<file path="config.mk">
export PLATFORM = sky130hd
export DESIGN_NAME = alu_sequencer
export DESIGN_NICKNAME = d
export VERILOG_FILES = /design/src/rtl/alu_pkg.sv /design/src/rtl/alu_sequencer.sv
export SDC_FILE = /design/constraint.sdc
export NUM_CORES = 1
export LEC_CHECK = 0
export BUFFER_PORTS_ARGS = -buffer_cell sky130_fd_sc_hd__buf_2
export CORE_UTILIZATION = 44
export DETAILED_ROUTE_END_ITERATION = 16
export PLACE_DENSITY = 0.74
export SETUP_SLACK_MARGIN = 0.4
export SLEW_MARGIN = 20
export SYNTH_ARGS = -nofsm -noshare
export SYNTH_HDL_FRONTEND = slang
export SYNTH_SLANG_ARGS = --single-unit
</file>
<file path="constraint.sdc">
create_clock -name clk -period 1.45 [get_ports clk]
set_clock_uncertainty 0.1 [all_clocks]
set_input_delay 0.0725 -clock clk [delete_from_list [all_inputs] [get_ports clk]]
set_output_delay 0.0725 -clock clk [all_outputs]
set_load 0.01 [all_outputs]
</file>
<file path="src/rtl/alu_pkg.sv">
// Shared definitions for the ALU sequencer: FSM state encodings,
// instruction field positions and a small opcode-extraction helper.
package alu_pkg;

  localparam int INSTR_W  = 8;
  localparam int OPCODE_W = 3;
  localparam int STATE_W  = 3;

  typedef logic [STATE_W-1:0] state_t;

  // FSM state encodings
  localparam state_t ST_IDLE     = 3'd0;
  localparam state_t ST_DECODE   = 3'd1;
  localparam state_t ST_EXEC     = 3'd2;
  localparam state_t ST_WAIT_ALU = 3'd3;
  localparam state_t ST_WB       = 3'd4;
  localparam state_t ST_WAIT_WB  = 3'd5;

  // Instruction field positions
  localparam int OP_MSB    = 7;
  localparam int OP_LSB    = 5;
  localparam int DST_BIT   = 4;
  localparam int SRC_A_BIT = 3;
  localparam int SRC_B_BIT = 2;

  function automatic logic [OPCODE_W-1:0] get_opcode(input logic [INSTR_W-1:0] instr);
    return instr[OP_MSB:OP_LSB];
  endfunction

endpackage

</file>
<file path="src/rtl/alu_sequencer.sv">
// ALU sequencer: accepts one instruction at a time, drives the register
// bank operand read, starts the ALU, issues the write-back and counts
// completed instructions.
// Optional feature macro: ALU_TIMEOUT_EN (bounded wait for alu_done with
// a sticky err flag; when undefined err is tied low and the wait is unbounded).
module alu_sequencer
  import alu_pkg::*;
#(
  parameter int READ_LAT = 2,
  parameter int TIMEOUT  = 15
) (
  input  logic                clk,
  input  logic                reset,
  input  logic [INSTR_W-1:0]  instr_in,
  input  logic                instr_valid,
  output logic                instr_ready,
  output logic [INSTR_W-1:0]  bank_instr,
  output logic                bank_init,
  output logic                bank_rd,
  input  logic                bank_done,
  output logic [OPCODE_W-1:0] alu_op,
  output logic                alu_init,
  input  logic                alu_done,
  output logic                busy,
  output logic                err,
  output logic [7:0]          op_count
);

  localparam logic [2:0] LAT_INIT = 3'(READ_LAT);

  state_t     state;
  logic [2:0] lat_cnt;
  logic       timeout_hit;

`ifdef ALU_TIMEOUT_EN
  localparam int TW = (TIMEOUT < 2) ? 1 : $clog2(TIMEOUT + 1);

  logic [TW-1:0] wait_cnt;

  // The wait is abandoned in the last allowed WAIT_ALU cycle if the ALU is still silent
  assign timeout_hit = (state == ST_WAIT_ALU) && !alu_done && (wait_cnt == TW'(TIMEOUT - 1));

  // Count cycles spent in WAIT_ALU; restart from zero whenever outside it
  always_ff @(posedge clk or negedge reset) begin
    if (!reset) begin
      wait_cnt <= '0;
    end else if (state == ST_WAIT_ALU) begin
      wait_cnt <= wait_cnt + TW'(1);
    end else begin
      wait_cnt <= '0;
    end
  end

  // Sticky error flag, only cleared by reset
  always_ff @(posedge clk or negedge reset) begin
    if (!reset) begin
      err <= 1'b0;
    end else if (timeout_hit) begin
      err <= 1'b1;
    end
  end
`else
  assign timeout_hit = 1'b0;
  assign err         = 1'b0;
`endif

  // Main sequencing FSM with instruction latch, read-latency counter and op counter
  always_ff @(posedge clk or negedge reset) begin
    if (!reset) begin
      state      <= ST_IDLE;
      bank_instr <= '0;
      lat_cnt    <= '0;
      op_count   <= '0;
    end else begin
      case (state)
        ST_IDLE: begin
          if (instr_valid) begin
            bank_instr <= instr_in;
            lat_cnt    <= LAT_INIT;
            state      <= ST_DECODE;
          end
        end
        ST_DECODE: begin
          if (lat_cnt == 3'd1) begin
            state <= ST_EXEC;
          end else begin
            lat_cnt <= lat_cnt - 3'd1;
          end
        end
        ST_EXEC: begin
          state <= alu_done ? ST_WB : ST_WAIT_ALU;
        end
        ST_WAIT_ALU: begin
          if (alu_done) begin
            state <= ST_WB;
          end else if (timeout_hit) begin
            state <= ST_IDLE;
          end
        end
        ST_WB: begin
          state <= ST_WAIT_WB;
        end
        ST_WAIT_WB: begin
          if (bank_done) begin
            op_count <= op_count + 8'd1;
            state    <= ST_IDLE;
          end
        end
        default: begin
          state <= ST_IDLE;
        end
      endcase
    end
  end

  // Strobes and status are decoded purely from the current state
  always_comb begin
    instr_ready = 1'b0;
    bank_init   = 1'b0;
    alu_init    = 1'b0;
    bank_rd     = 1'b0;
    busy        = 1'b1;
    case (state)
      ST_IDLE: begin
        instr_ready = 1'b1;
        busy        = 1'b0;
      end
      ST_DECODE: bank_init = 1'b1;
      ST_EXEC:   alu_init  = 1'b1;
      ST_WB:     bank_rd   = 1'b1;
      default: ;
    endcase
  end

  assign alu_op = get_opcode(bank_instr);

endmodule

</file>
# After elaboration in Yosys (flattened, before gate mapping)

Cells that the tools add are included.

Bits in registers: 22
Latch bits: 0
Bits in writable memories: 0
Memory bits (read-only): 0
Bits of input ports: 13
Output and inout port bits: 25
Logic and storage cells: 37
Memories: 0

$add $sub $neg: 2
Multiply operators: 0
Divide/modulo/power cells: 0
Order comparisons: 0
Equal/unequal tests: 11
Shift-type cells: 0
Muxes and demuxes: 14
Bitwise logic cells: 0
Reductions and logical operators: 6

Operators by type and width:

| cell                                                | number |
|---|---|
| two-way mux 3 bit                                   | 7 |
| one-hot mux 3 bit (6 select lines)                  | 1 |
| != test 2 bit, second input constant                | 5 |
| adder 8 x 1 -> 8 bit, second input constant         | 1 |
| equality test 3 x 1 -> 1 bit, second input constant | 2 |
| equality test 3 x 2 -> 1 bit, second input constant | 2 |
| equality test 3 bit, second input constant          | 2 |
| one-hot mux 3 bit (2 select lines)                  | 1 |
| two-way mux 1 bit                                   | 5 |
| AND reduction 2 bit                                 | 2 |
| AND reduction 4 bit                                 | 1 |
| logical NOT 3 bit                                   | 1 |
| AND reduction 3 bit                                 | 1 |
| subtractor 3 x 1 -> 3 bit, second input constant    | 1 |
| nonzero test 2 bit                                  | 1 |

# Longest topological paths before layout

Gate-level depths: netlist of the first run.

Depth in word-level cells: 3
Mapped depth: 5
Depth with buffers taken out: 5

# Least setup slack after synthesis of the first run

OpenSTA, ideal clock, no wires.

Path kind: reg-to-reg
Start: reg lat_cnt[0]
End: reg lat_cnt[2]
Setup time: 0.065 ns
Arrival: 1.361 ns
Required time: 1.285 ns
Path slack: -0.076 ns
Stages on the path, launching flop included: 6
Path buffers: 0
Clock period less this slack: 1.526 ns
Cells stage by stage: dfrtp_1 -> inv_1 -> ha_1 -> or4bb_1 -> a211oi_2 -> a31o_1

Word-level cells in the longest chain between the ends: 3
Elaborated cells between the ends (all ways): 6
Those cells by class: add/sub: 1; eq/ne: 2; mux: 2; reduce/logical: 1

Ends and longest elaborated chain:

| what                                                                      | RTL line                                 | text |
|---|---|---|
| start, declared                                                           | alu_sequencer.sv:32                      | `logic [2:0] lat_cnt;` |
| start signal, assigned                                                    | alu_sequencer.sv:87                      | `lat_cnt <= lat_cnt - 3'd1;` |
| subtractor 3 x 1 -> 3 bit or equality test 3 x 1 -> 1 bit (tied branches) | alu_sequencer.sv:87, alu_sequencer.sv:84 |  |
| two-way mux 3 bit or != test 2 bit (tied branches)                        | n/a                                      |  |
| one-hot mux 3 bit (2 select lines) or AND reduction 3 bit (tied branches) | n/a                                      |  |

Parallel ways exist; a longest one is shown, timed or not. The select of a mux whose other input is x is not followed.
A chain may end at the register's enable or synchronous reset.

# Worst setup path after layout of the first run

Start: reg state[1]
End: reg lat_cnt[2]

Word-level cells in the longest chain between the ends: 3
Elaborated cells between the ends (all ways): 7
Those cells by class: eq/ne: 3; mux: 1; reduce/logical: 3

Ends and longest elaborated chain:

| what                                                                 | RTL line            | text |
|---|---|---|
| start, declared                                                      | alu_sequencer.sv:31 | `state_t state;` |
| start signal, assigned                                               | alu_sequencer.sv:91 | `state <= alu_done ? ST_WB : ST_WAIT_ALU;` |
| equality test 3 x 1 -> 1 bit or logical NOT 3 bit (tied branches)    | alu_sequencer.sv:75 | `case (state)` |
| != test 2 bit (no source line) or nonzero test 2 bit (tied branches) | n/a                 |  |
| AND reduction 3 bit (no source line)                                 | n/a                 |  |

Parallel ways exist; a longest one is shown, timed or not.

==> impl_metrics.py, run 1 <==
metrics = {
    "yosys": {
        "synth_fa_ha_area_share_pct": 3.436,
        "synth_compound_gate_area_share_pct": 5.040,
        "netlist_area_mm2": 0.001092,
        "synth_sequential_area_ratio_pct": 50.40,
        "ys_async_sr_fraction_pct": 100.0,
        "synth.net_count": 128,
        "synth_edf_count": 0,
        "yosys-mux-area-fraction_pct": 1.833,
        "synth_warnings": 0,
        "synth_simple_gate_area_share_pct": 26.69,
        "synth.ff_latch_count": 22,
        "number_of_distinct_library_cells_after_synthesis": 31,
        "synth_top_family_by_area": "simple AND/OR/NAND/NOR gates",
        "syn-mean-instance-area_um2": 9.753,
        "synth-main-ff-cell": "dfrtp_1",
        "synthCells": 112,
        "synth-xor-area-share_pct": 5.613,
    },
    "power": {
        "internal_power_component_mw": 2.209,
        "power_leakage_nw": 0.9450,
        "power.share.sequential_pct": 28.5,
        "power_switching_share_pct": 38.47,
        "ir_drop_v": 0.001378,
        "share_comb_of_total_power_pct": 58.1,
        "power.share.clock_pct": 13.4,
        "power.switching_mw": 1.381,
        "power_density_mw_per_mm2": 2010,
    },
    "clock_network": {
        "clock-root-buffer": "clkbuf_4",
        "clk_path_buf_depth": 2,
        "clkSlewWorstSetupHoldPaths_ns": 0.13,
        "clock_tree_from_tritoncts": "done",
        "cts_sinks": 22,
        "htree_levels": 1,
        "clock_latency_ns": 0.32,
        "number_of_buffers_created_by_cts": 3,
    },
    "global_routing": {
        "grt_max_degree": 23,
        "global_route.overflow_total": 0,
        "global_route_wire_length_before_repair_mm": 4.498,
        "track_usage_pct": 23.77,
        "grt_pass1_vias": 987,
        "antenna_violations_before_repair": 0,
    },
    "hold_path": {
        "min_delay_worst_endpoint": "state[2]",
        "hold_path_startpoint": "bank_done",
        "min-delay-path-class": "input port to register",
        "worstHoldPathCells": 4,
    },
    "placed_design": {
        "placed_cells": 177,
        "place.gp.congestion": 0.7746,
        "dp_hpwl_mm": 1.638,
        "placement.cell_area_mm2": 0.001354,
        "portBuffers": 36,
    },
    "floorplan": {
        "io_pins": 38,
        "fp.dieArea_mm2": 0.002686,
        "dieHeight_um": 51.83,
        "initial_util_pct": 47.99,
        "dieWidth_um": 51.83,
        "fp-row-count": 17,
        "placeableCoreArea_mm2": 0.002276,
    },
    "detailed_routing": {
        "number_of_routed_nets_with_antenna_violations": 0,
        "drtIter0Drc": 14,
        "avgViaCountPerCell": 4.976,
        "wl_met2_mm": 1.667,
        "drtPass1Iterations": 4,
        "detail_route.wirelength.met1_mm": 1.271,
        "top_layer": "met4",
        "route.met3.wl_um": 97,
        "detail_route.drc_violations": 0,
        "route.vias.total": 1035,
        "avgRoutedWirePerCell_um": 15.12,
        "routed_wirelength_mm": 3.145,
    },
    "layout": {
        "antenna-diode-count": 0,
        "layout_common_cells": "buf_2, nand2_1, dfrtp_1",
        "drive_gt1_share_pct": 52.22,
        "nets": 197,
        "final_common_cell": "buf_2",
        "layout-area-overhead-vs-synth_pct": 63.46,
        "design_area_mm2": 0.001785,
        "layoutNonFillerInstCount": 208,
    },
    "setup_path": {
        "ff2ff_setup_slack_ns": -0.11,
        "startpoint_type": "register",
        "r2r_start": "state[1]",
        "worst-path-max-fanout": 4,
        "r2r_cells": 3,
        "worst-endpoint-arrival_ns": 1.73,
        "timing.critical_path.slowest_stage_cell": "or4b_4",
        "critical_path.endpoint_type": "register",
        "r2r_end": "lat_cnt[2]",
        "critical_path_required_ns": 1.62,
        "timing.critical_path.cells": "or4b_4 -> a211oi_2 -> a31o_1",
        "worstSetupPathType": "register to register",
        "cp_slowest_stage_delay_ns": 0.60,
    },
    "sta": {
        "setup-violations-final": 15,
        "timing_hold_violations_final": 1,
        "fin_crit_ns": 1.558,
        "post-route-worst-setup-slack_ns": -0.1077,
        "final.period_utilization_pct": 107.4,
        "grt_setup_unrepaired": "yes",
        "max_clock_freq_mhz": 642.0,
        "whs_ns": -0.004134,
        "finalMaxSlewViolations": 0,
    },
    "run": {
        "number_of_violations_of_the_max_capacitance_limit": 0,
    },
    "run_status": {
        "status": "complete, but fails checks",
        "failed_checks": "negative hold slack, negative setup slack",
    },
}
sequential cells by signal, indices dropped and copies added, names as in the netlist:
name,count
op_count,8
lat_cnt,3
state,3
bank_instr,8
worst max-delay path by stage:
| stage | from | endpoint | slack (ns) | cells after the start |
|---|---|---|---|---|
| 2_1_floorplan | state[2] | lat_cnt[2] | -0.02 | 3 |
| 3_3_place_gp | state[0] | bank_instr[1] | -0.002 | 4 |
| 3_5_place_dp | state[0] | bank_instr[5] | -0.03 | 4 |
| 4_1_cts | state[1] | bank_instr[4] | -0.04 | 4 |
| 5_1_grt | state[1] | bank_init | -0.14 | 3 |
| 6_report | state[1] | lat_cnt[2] | -0.11 | 3 |
cells in the mapped netlist (all sizes together) (2+ instances only):
master  number  area, µm²
nor3         3      15.01
xor2         3      26.28
o21ai        4      20.02
xnor2        4      35.03
nand2       35      131.4
ha           3      37.54
nand2b       3      18.77
dfrtp       22      550.5
nor3b        2      15.01
inv          4      15.01
nor2         3      11.26
mux2i        2      20.02
nand3        2      10.01
buf          7      53.80
logic make-up (layout without fill, tap and decap cells):
logic type	after synthesis	after routing
and+or+nand+nor	57	57
AOI/OAI and AO/OA	8	8
other	1	1
DFF	22	22
muxes	2	2
xor gates and xnor gates	7	7
buffers and inverters	12	80
adders and majority gates	3	3
critical path, delay by kind of cell, from the launching register on:
family          cells  cell delay (ns)
flops               1             0.45
simple gates        1             0.60
compound gates      2             0.36
through the flow:
stage	utilization [%]	hold slack, ns	total power, mW	setup TNS, ns	setup slack, ns
3_3_place_gp	59.48	-0.04273	2.376	-0.002314	-0.002314
4_1_cts	73.17	0.007477	3.255	-0.3630	-0.04058
2_1_floorplan	-	-0.3231	2.007	-0.01931	-0.01931
3_5_place_dp	59.48	-0.03797	2.442	-0.2272	-0.03396
5_1_grt	78.45	0.03191	3.829	-1.842	-0.1400
6_report	78.45	-0.004134	3.590	-0.8510	-0.1077
what timing repair did:
item                                   CTS  global route
hold buffers                            11             0
endpoints found under the hold margin   32             0
pin swaps                               15             4
setup endpoints to repair               33            45
gates resized for setup                 25             9
setup buffers                            5            11
layer usage:
layer,track usage (%),up-vias
met4,15.32,0
met2,39.74,30
met5,0,-
met3,3.216,8
met1,28.36,496
li1,-,501
final cells by class:
cell class,count,area (µm²)
well taps,28,35.03
inverters,4,15.01
repair buffers,72,525.5
flip-flops and latches,22,553.0
clock inverters,1,30.03
clock buffers,3,22.52
multi-input cells,78,604.3
fillers,137,490.5
power groups by stage:
stage               Combinational, mW  Clock, mW  Sequential [mW]
floorplan                       0.938          0             1.07
global placement                 1.39          0            0.987
detailed placement               1.44          0             1.00
CTS                              1.77      0.477             1.01
global route                     2.27      0.512             1.05
finish                           2.09      0.480             1.02
(Power assumes the default switching activity.)
==> inputs of run 2 (changes only) <==
--- a/config.mk
+++ b/config.mk
@@ -6,9 +6,11 @@
 export NUM_CORES = 1
 export LEC_CHECK = 0
 export BUFFER_PORTS_ARGS = -buffer_cell sky130_fd_sc_hd__buf_2
-export CORE_UTILIZATION = 44
+export CELL_PAD_IN_SITES_DETAIL_PLACEMENT = 0
+export CELL_PAD_IN_SITES_GLOBAL_PLACEMENT = 1
+export CORE_UTILIZATION = 32
 export DETAILED_ROUTE_END_ITERATION = 16
-export PLACE_DENSITY = 0.74
+export PLACE_DENSITY_LB_ADDON = 0.1
 export SETUP_SLACK_MARGIN = 0.4
 export SLEW_MARGIN = 20
 export SYNTH_ARGS = -nofsm -noshare
==> run 2 against run 1 <==
The flow still finishes with violations (negative hold slack, negative setup slack). Combinational power up 5%. Worst setup slack better by 0.034 ns. Non-clock buffer count increased by 4. Power grew 2.7%. First-iteration DRC count increased by 7.1%. Cell count up 9.6%. Die area grew 36%. Sequential cell count unchanged. Largest power group unchanged.
==> impl_metrics.py, run 2 (same netlist as run 1, synthesis figures left out) <==
metrics = {
    "placed_design": {
        "placed_cells": 194,
        "portBuffers": 36,
        "dp_hpwl_mm": 1.695,
        "place.gp.congestion": 0.7298,
    },
    "setup_path": {
        "critical_path.endpoint_type": "register",
        "cp_slowest_stage_delay_ns": 0.59,
        "critPathBufInv": 0,
        "critical-path-top-delay-family": "simple AND/OR/NAND/NOR gates",
        "critical_path_required_ns": 1.60,
        "startpoint_type": "register",
        "r2r_end": "lat_cnt[2]",
        "worst-path-max-fanout": 4,
        "worstSetupPathType": "register to register",
        "r2r_cells": 3,
        "r2r_start": "state[2]",
        "worst-endpoint-arrival_ns": 1.67,
        "ff2ff_setup_slack_ns": -0.07,
        "timing.critical_path.cells": "or4b_4 -> a211oi_2 -> a31o_1",
        "timing.critical_path.slowest_stage_cell": "or4b_4",
    },
    "floorplan": {
        "dieHeight_um": 60.43,
        "io_pins": 38,
        "dieWidth_um": 60.43,
        "placeableCoreArea_mm2": 0.003153,
        "initial_util_pct": 34.64,
        "fp-row-count": 20,
        "fp.dieArea_mm2": 0.003651,
    },
    "power": {
        "share_comb_of_total_power_pct": 59.6,
        "power.share.sequential_pct": 27.8,
        "power_switching_share_pct": 37.30,
        "internal_power_component_mw": 2.311,
        "power_density_mw_per_mm2": 1948,
        "p_total_mw": 3.685,
        "power.share.clock_pct": 12.7,
        "power_leakage_nw": 0.9881,
        "power.switching_mw": 1.374,
        "ir_drop_v": 0.0009936,
    },
    "detailed_routing": {
        "route.vias.total": 1005,
        "drtIter0Drc": 15,
        "detail_route.drc_violations": 0,
        "drtPass1Iterations": 3,
        "number_of_routed_nets_with_antenna_violations": 0,
        "avgViaCountPerCell": 4.408,
        "avgRoutedWirePerCell_um": 11.86,
        "routed_wirelength_mm": 2.703,
    },
    "run": {
        "number_of_violations_of_the_max_capacitance_limit": 0,
    },
    "sta": {
        "setup-violations-final": 11,
        "finalMaxSlewViolations": 0,
        "grt_setup_unrepaired": "yes",
        "final.period_utilization_pct": 105.1,
        "fin_crit_ns": 1.524,
        "whs_ns": -0.07569,
        "post-route-worst-setup-slack_ns": -0.07357,
        "max_clock_freq_mhz": 656.4,
        "timing_hold_violations_final": 1,
    },
    "layout": {
        "top_regs": "bank_instr (8), op_count (8)",
        "layoutNonFillerInstCount": 228,
        "nets": 201,
        "layout-area-overhead-vs-synth_pct": 73.20,
        "layout_common_cells": "buf_2, nand2_1, dfrtp_1",
        "drive_gt1_share_pct": 56.52,
        "final_common_cell": "buf_2",
        "antenna-diode-count": 0,
    },
    "clock_network": {
        "number_of_buffers_created_by_cts": 3,
        "cts.hold.buffers_added": 11,
        "clk_path_buf_depth": 2,
        "clkSlewWorstSetupHoldPaths_ns": 0.13,
        "clock_tree_from_tritoncts": "done",
        "htree_levels": 1,
        "cts_sinks": 22,
        "clock-root-buffer": "clkbuf_4",
        "clock_latency_ns": 0.31,
    },
    "global_routing": {
        "antenna_violations_before_repair": 0,
        "grt_pass1_vias": 1002,
        "grt_max_degree": 23,
        "global_route.overflow_total": 0,
        "track_usage_pct": 16.83,
        "global_route_wire_length_before_repair_mm": 4.505,
    },
    "hold_path": {
        "min_delay_worst_endpoint": "state[0]",
        "worstHoldPathCells": 3,
        "hold_path_startpoint": "instr_valid",
        "min-delay-path-class": "input port to register",
    },
    "run_status": {
        "status": "complete, but fails checks",
        "failed_checks": "negative hold slack, negative setup slack",
    },
}
run 2: power by group through the flow:
stage / logic (mW) / clock network [mW] / registers (mW)
5_1_grt: 2.42 / 0.513 / 1.06
2_1_floorplan: 0.938 / 0 / 1.07
4_1_cts: 1.94 / 0.482 / 1.01
3_5_place_dp: 1.47 / 0 / 1.01
3_3_place_gp: 1.44 / 0 / 0.997
6_report: 2.19 / 0.468 / 1.02
run 2: worst min-delay path, delay by kind of cell:
family,cells,cell delay [ns]
AO/OA/AOI/OAI,2,0.12
buffers and inverters,1,0.11
run 2: metrics by stage:
stage / setup TNS [ns] / worst slack (ns) / utilization, % / hold WS (ns) / cell area [µm²]
after global placement: -0.01657 / -0.01657 / 43.81 / -0.02795 / 1381
after CTS: -0.4516 / -0.05104 / 55.44 / -0.08303 / 1748
after floorplan: -0.01931 / -0.01931 / - / -0.3231 / 1142
after global routing: -1.687 / -0.1159 / 60.00 / -0.05956 / 1892
after detailed placement: -0.2236 / -0.05388 / 43.81 / -0.03151 / 1381
final: -0.5731 / -0.07357 / 60.00 / -0.07569 / 1892
run 2: per-layer routing:
metal	wire, µm	GRT usage (%)	up-vias
met5	0	0	-
met4	14	5.844	0
met3	103	2.772	2
met2	1435	30.14	25
met1	1149	20.43	472
li1	-	-	506
run 2: what timing repair did:
item,CTS,global route
setup endpoints to repair,35,46
cloned,2,1
gates resized for setup,28,23
buffers inserted,8,8
hold endpoints to repair,32,1
pin swaps,9,16
run 2: worst max-delay path by stage:
stage / from / to / cells after the start
floorplan: state[2] / lat_cnt[2] / 3
global placement: lat_cnt[1] / lat_cnt[2] / 5
detailed placement: lat_cnt[1] / lat_cnt[2] / 5
CTS: state[2] / lat_cnt[2] / 3
global route: state[2] / lat_cnt[2] / 3
finish: state[2] / lat_cnt[2] / 3
run 2: final cells by class:
cell class	instances	area [µm²]
repair buffers	76	571.8
flip-flops and latches	22	554.3
fillers	287	1261
inverters	4	15.01
multi-input cells	78	643.1
clock buffers	3	22.52
clock inverters	1	30.03
well taps	44	55.05
==> inputs of run 3 (changes only) <==
==> constraint.sdc (replaced) <==
create_clock -name clk -period 1.45 [get_ports clk]
set_clock_uncertainty 0.1 [all_clocks]
set_input_delay 0.0725 -clock clk [delete_from_list [all_inputs] [get_ports clk]]
set_output_delay 0.0725 -clock clk [all_outputs]
set_load 0.02 [all_outputs]
==> run 3 against run 2 <==
The run ends with negative setup slack left. Core utilization rose by 3.7 points. Highest routed layer unchanged. Critical path depth rose by 1. Non-clock buffer count fell by 1.
==> impl_metrics.py, run 3 (same netlist as run 1, synthesis figures left out) <==
metrics = {
    "run_status": {
        "status": "complete, but fails checks",
        "failed_checks": "negative setup slack",
    },
    "setup_path": {
        "critical_path.endpoint_type": "register",
        "ff2ff_setup_slack_ns": -0.04,
        "worstSetupPathType": "register to register",
        "worst-endpoint-arrival_ns": 1.59,
        "worst-path-max-fanout": 4,
        "critical_path_required_ns": 1.55,
        "startpoint_type": "register",
    },
    "sta": {
        "worst_slew_pin_slew_ns": 0.5132,
        "finalMaxSlewViolations": 0,
        "slew_headroom_pct": 65.78,
        "final.period_utilization_pct": 102.8,
        "max_clock_freq_mhz": 671.2,
        "fin_crit_ns": 1.490,
        "post-route-worst-setup-slack_ns": -0.03988,
        "whs_ns": 0.03186,
        "timing_hold_violations_final": 0,
        "setup-violations-final": 11,
        "grt_setup_unrepaired": "yes",
    },
    "layout": {
        "drive_gt1_share_pct": 55.74,
        "finish.utilization_pct": 63.73,
        "design_area_mm2": 0.002009,
        "layout_common_cells": "buf_6, nand2_1, dfrtp_1",
        "final.fill_count": 276,
        "top_regs": "bank_instr (8), op_count (8)",
        "layoutNonFillerInstCount": 227,
        "final_common_cell": "buf_6",
        "layout-area-overhead-vs-synth_pct": 83.96,
        "antenna-diode-count": 0,
        "nets": 200,
    },
    "clock_network": {
        "clkSlewWorstSetupHoldPaths_ns": 0.12,
        "cts_sinks": 22,
        "clock_latency_ns": 0.30,
        "htree_levels": 1,
        "clock_tree_from_tritoncts": "done",
        "clk_path_buf_depth": 2,
        "clock-root-buffer": "clkbuf_4",
        "number_of_buffers_created_by_cts": 3,
    },
    "floorplan": {
        "fp.dieArea_mm2": 0.003651,
        "initial_util_pct": 34.64,
        "dieWidth_um": 60.43,
        "io_pins": 38,
        "dieHeight_um": 60.43,
        "fp-row-count": 20,
        "placeableCoreArea_mm2": 0.003153,
    },
    "detailed_routing": {
        "drtIter0Drc": 38,
        "avgViaCountPerCell": 4.515,
        "drtPass1Iterations": 4,
        "routed_wirelength_mm": 2.731,
        "route.vias.total": 1025,
        "detail_route.drc_violations": 0,
        "number_of_routed_nets_with_antenna_violations": 0,
        "avgRoutedWirePerCell_um": 12.03,
    },
    "placed_design": {
        "portBuffers": 36,
        "placed_cells": 194,
        "dp_hpwl_mm": 1.583,
        "place.gp.congestion": 0.6948,
        "placement.cell_area_mm2": 0.001398,
    },
    "power": {
        "power_density_mw_per_mm2": 2001,
        "p_total_mw": 4.021,
        "power_leakage_nw": 0.9999,
        "ir_drop_v": 0.001607,
    },
    "global_routing": {
        "grt_pass1_vias": 908,
        "track_usage_pct": 14.54,
        "global_route_wire_length_before_repair_mm": 3.926,
        "grt_max_degree": 23,
        "antenna_violations_before_repair": 0,
        "global_route.overflow_total": 0,
    },
    "hold_path": {
        "min-delay-path-class": "input port to register",
    },
    "run": {
        "number_of_violations_of_the_max_capacitance_limit": 0,
    },
}
run 3: cell types whose count changed in the layout (fill, tap and decap cells not counted), moves of 2 or more:
cell / delta
nand2_1: +3
buf_2: -20
dfrtp_1: -2
xnor2_2: -2
buf_6: +18
dfrtp_2: +2
nand2_2: -3
run 3: final timing paths:
path,startpoint,end,cells after the start
min in group asynchronous,reset,bank_instr[6],2
hold reg to reg,bank_instr[2],bank_instr[2],2
hold / removal,bank_done,state[0],4
setup / recovery,state[2],lat_cnt[0],4
max in group asynchronous,reset,op_count[1],2
setup reg to reg,state[2],lat_cnt[0],4
run 3: critical path: stages (launching register included):
cell and delay (ns):
dfrtp_1 0.44, or4b_4 0.56, buf_4 0.16, nand2_2 0.06, mux2i_1 0.06
run 3: report_power, final:
part,switching [mW],internal (mW),total [mW]
Combinational,1.21,1.41,2.62
Sequential,0.220,0.846,1.07
Clock,0.183,0.153,0.336
Total,1.61,2.41,4.02
run 3: final cells by class:
class	count	area, µm²	share of cell area, %
Timing Repair Buffer	75	696.9	34.68
Multi-Input combinational cell	78	649.4	32.32
Sequential cell	22	556.8	27.71
Tap cell	44	55.05	2.740
Clock buffer	4	36.28	1.806
Inverter	4	15.01	0.7472
run 3: timing repair:
item	4_1_cts	5_1_grt
resized for setup	40	52
pin swaps	8	10
hold buffers	12	0
setup buffers	6	10
gates cloned	0	1
setup endpoints to repair	40	46
endpoints found under the hold margin	32	0
run 3: per-stage QoR:
step           setup slack (ns)  TNS (ns)
6_report               -0.03988   -0.1914
5_1_grt                 -0.1053    -1.348
4_1_cts                -0.03956   -0.3261
3_5_place_dp           -0.03209   -0.1498
3_3_place_gp          -0.003888  -0.01312
2_1_floorplan          -0.02972  -0.02972
run 3: metal layers:
metal | GRT usage [%] | share of wire [%] | vias up
met4 | 5.844 | 0.51 | 0
met5 | 0 | 0 | -
li1 | - | - | 506
met1 | 17.98 | 45 | 490
met2 | 25.12 | 51 | 27
met3 | 2.559 | 4.0 | 2
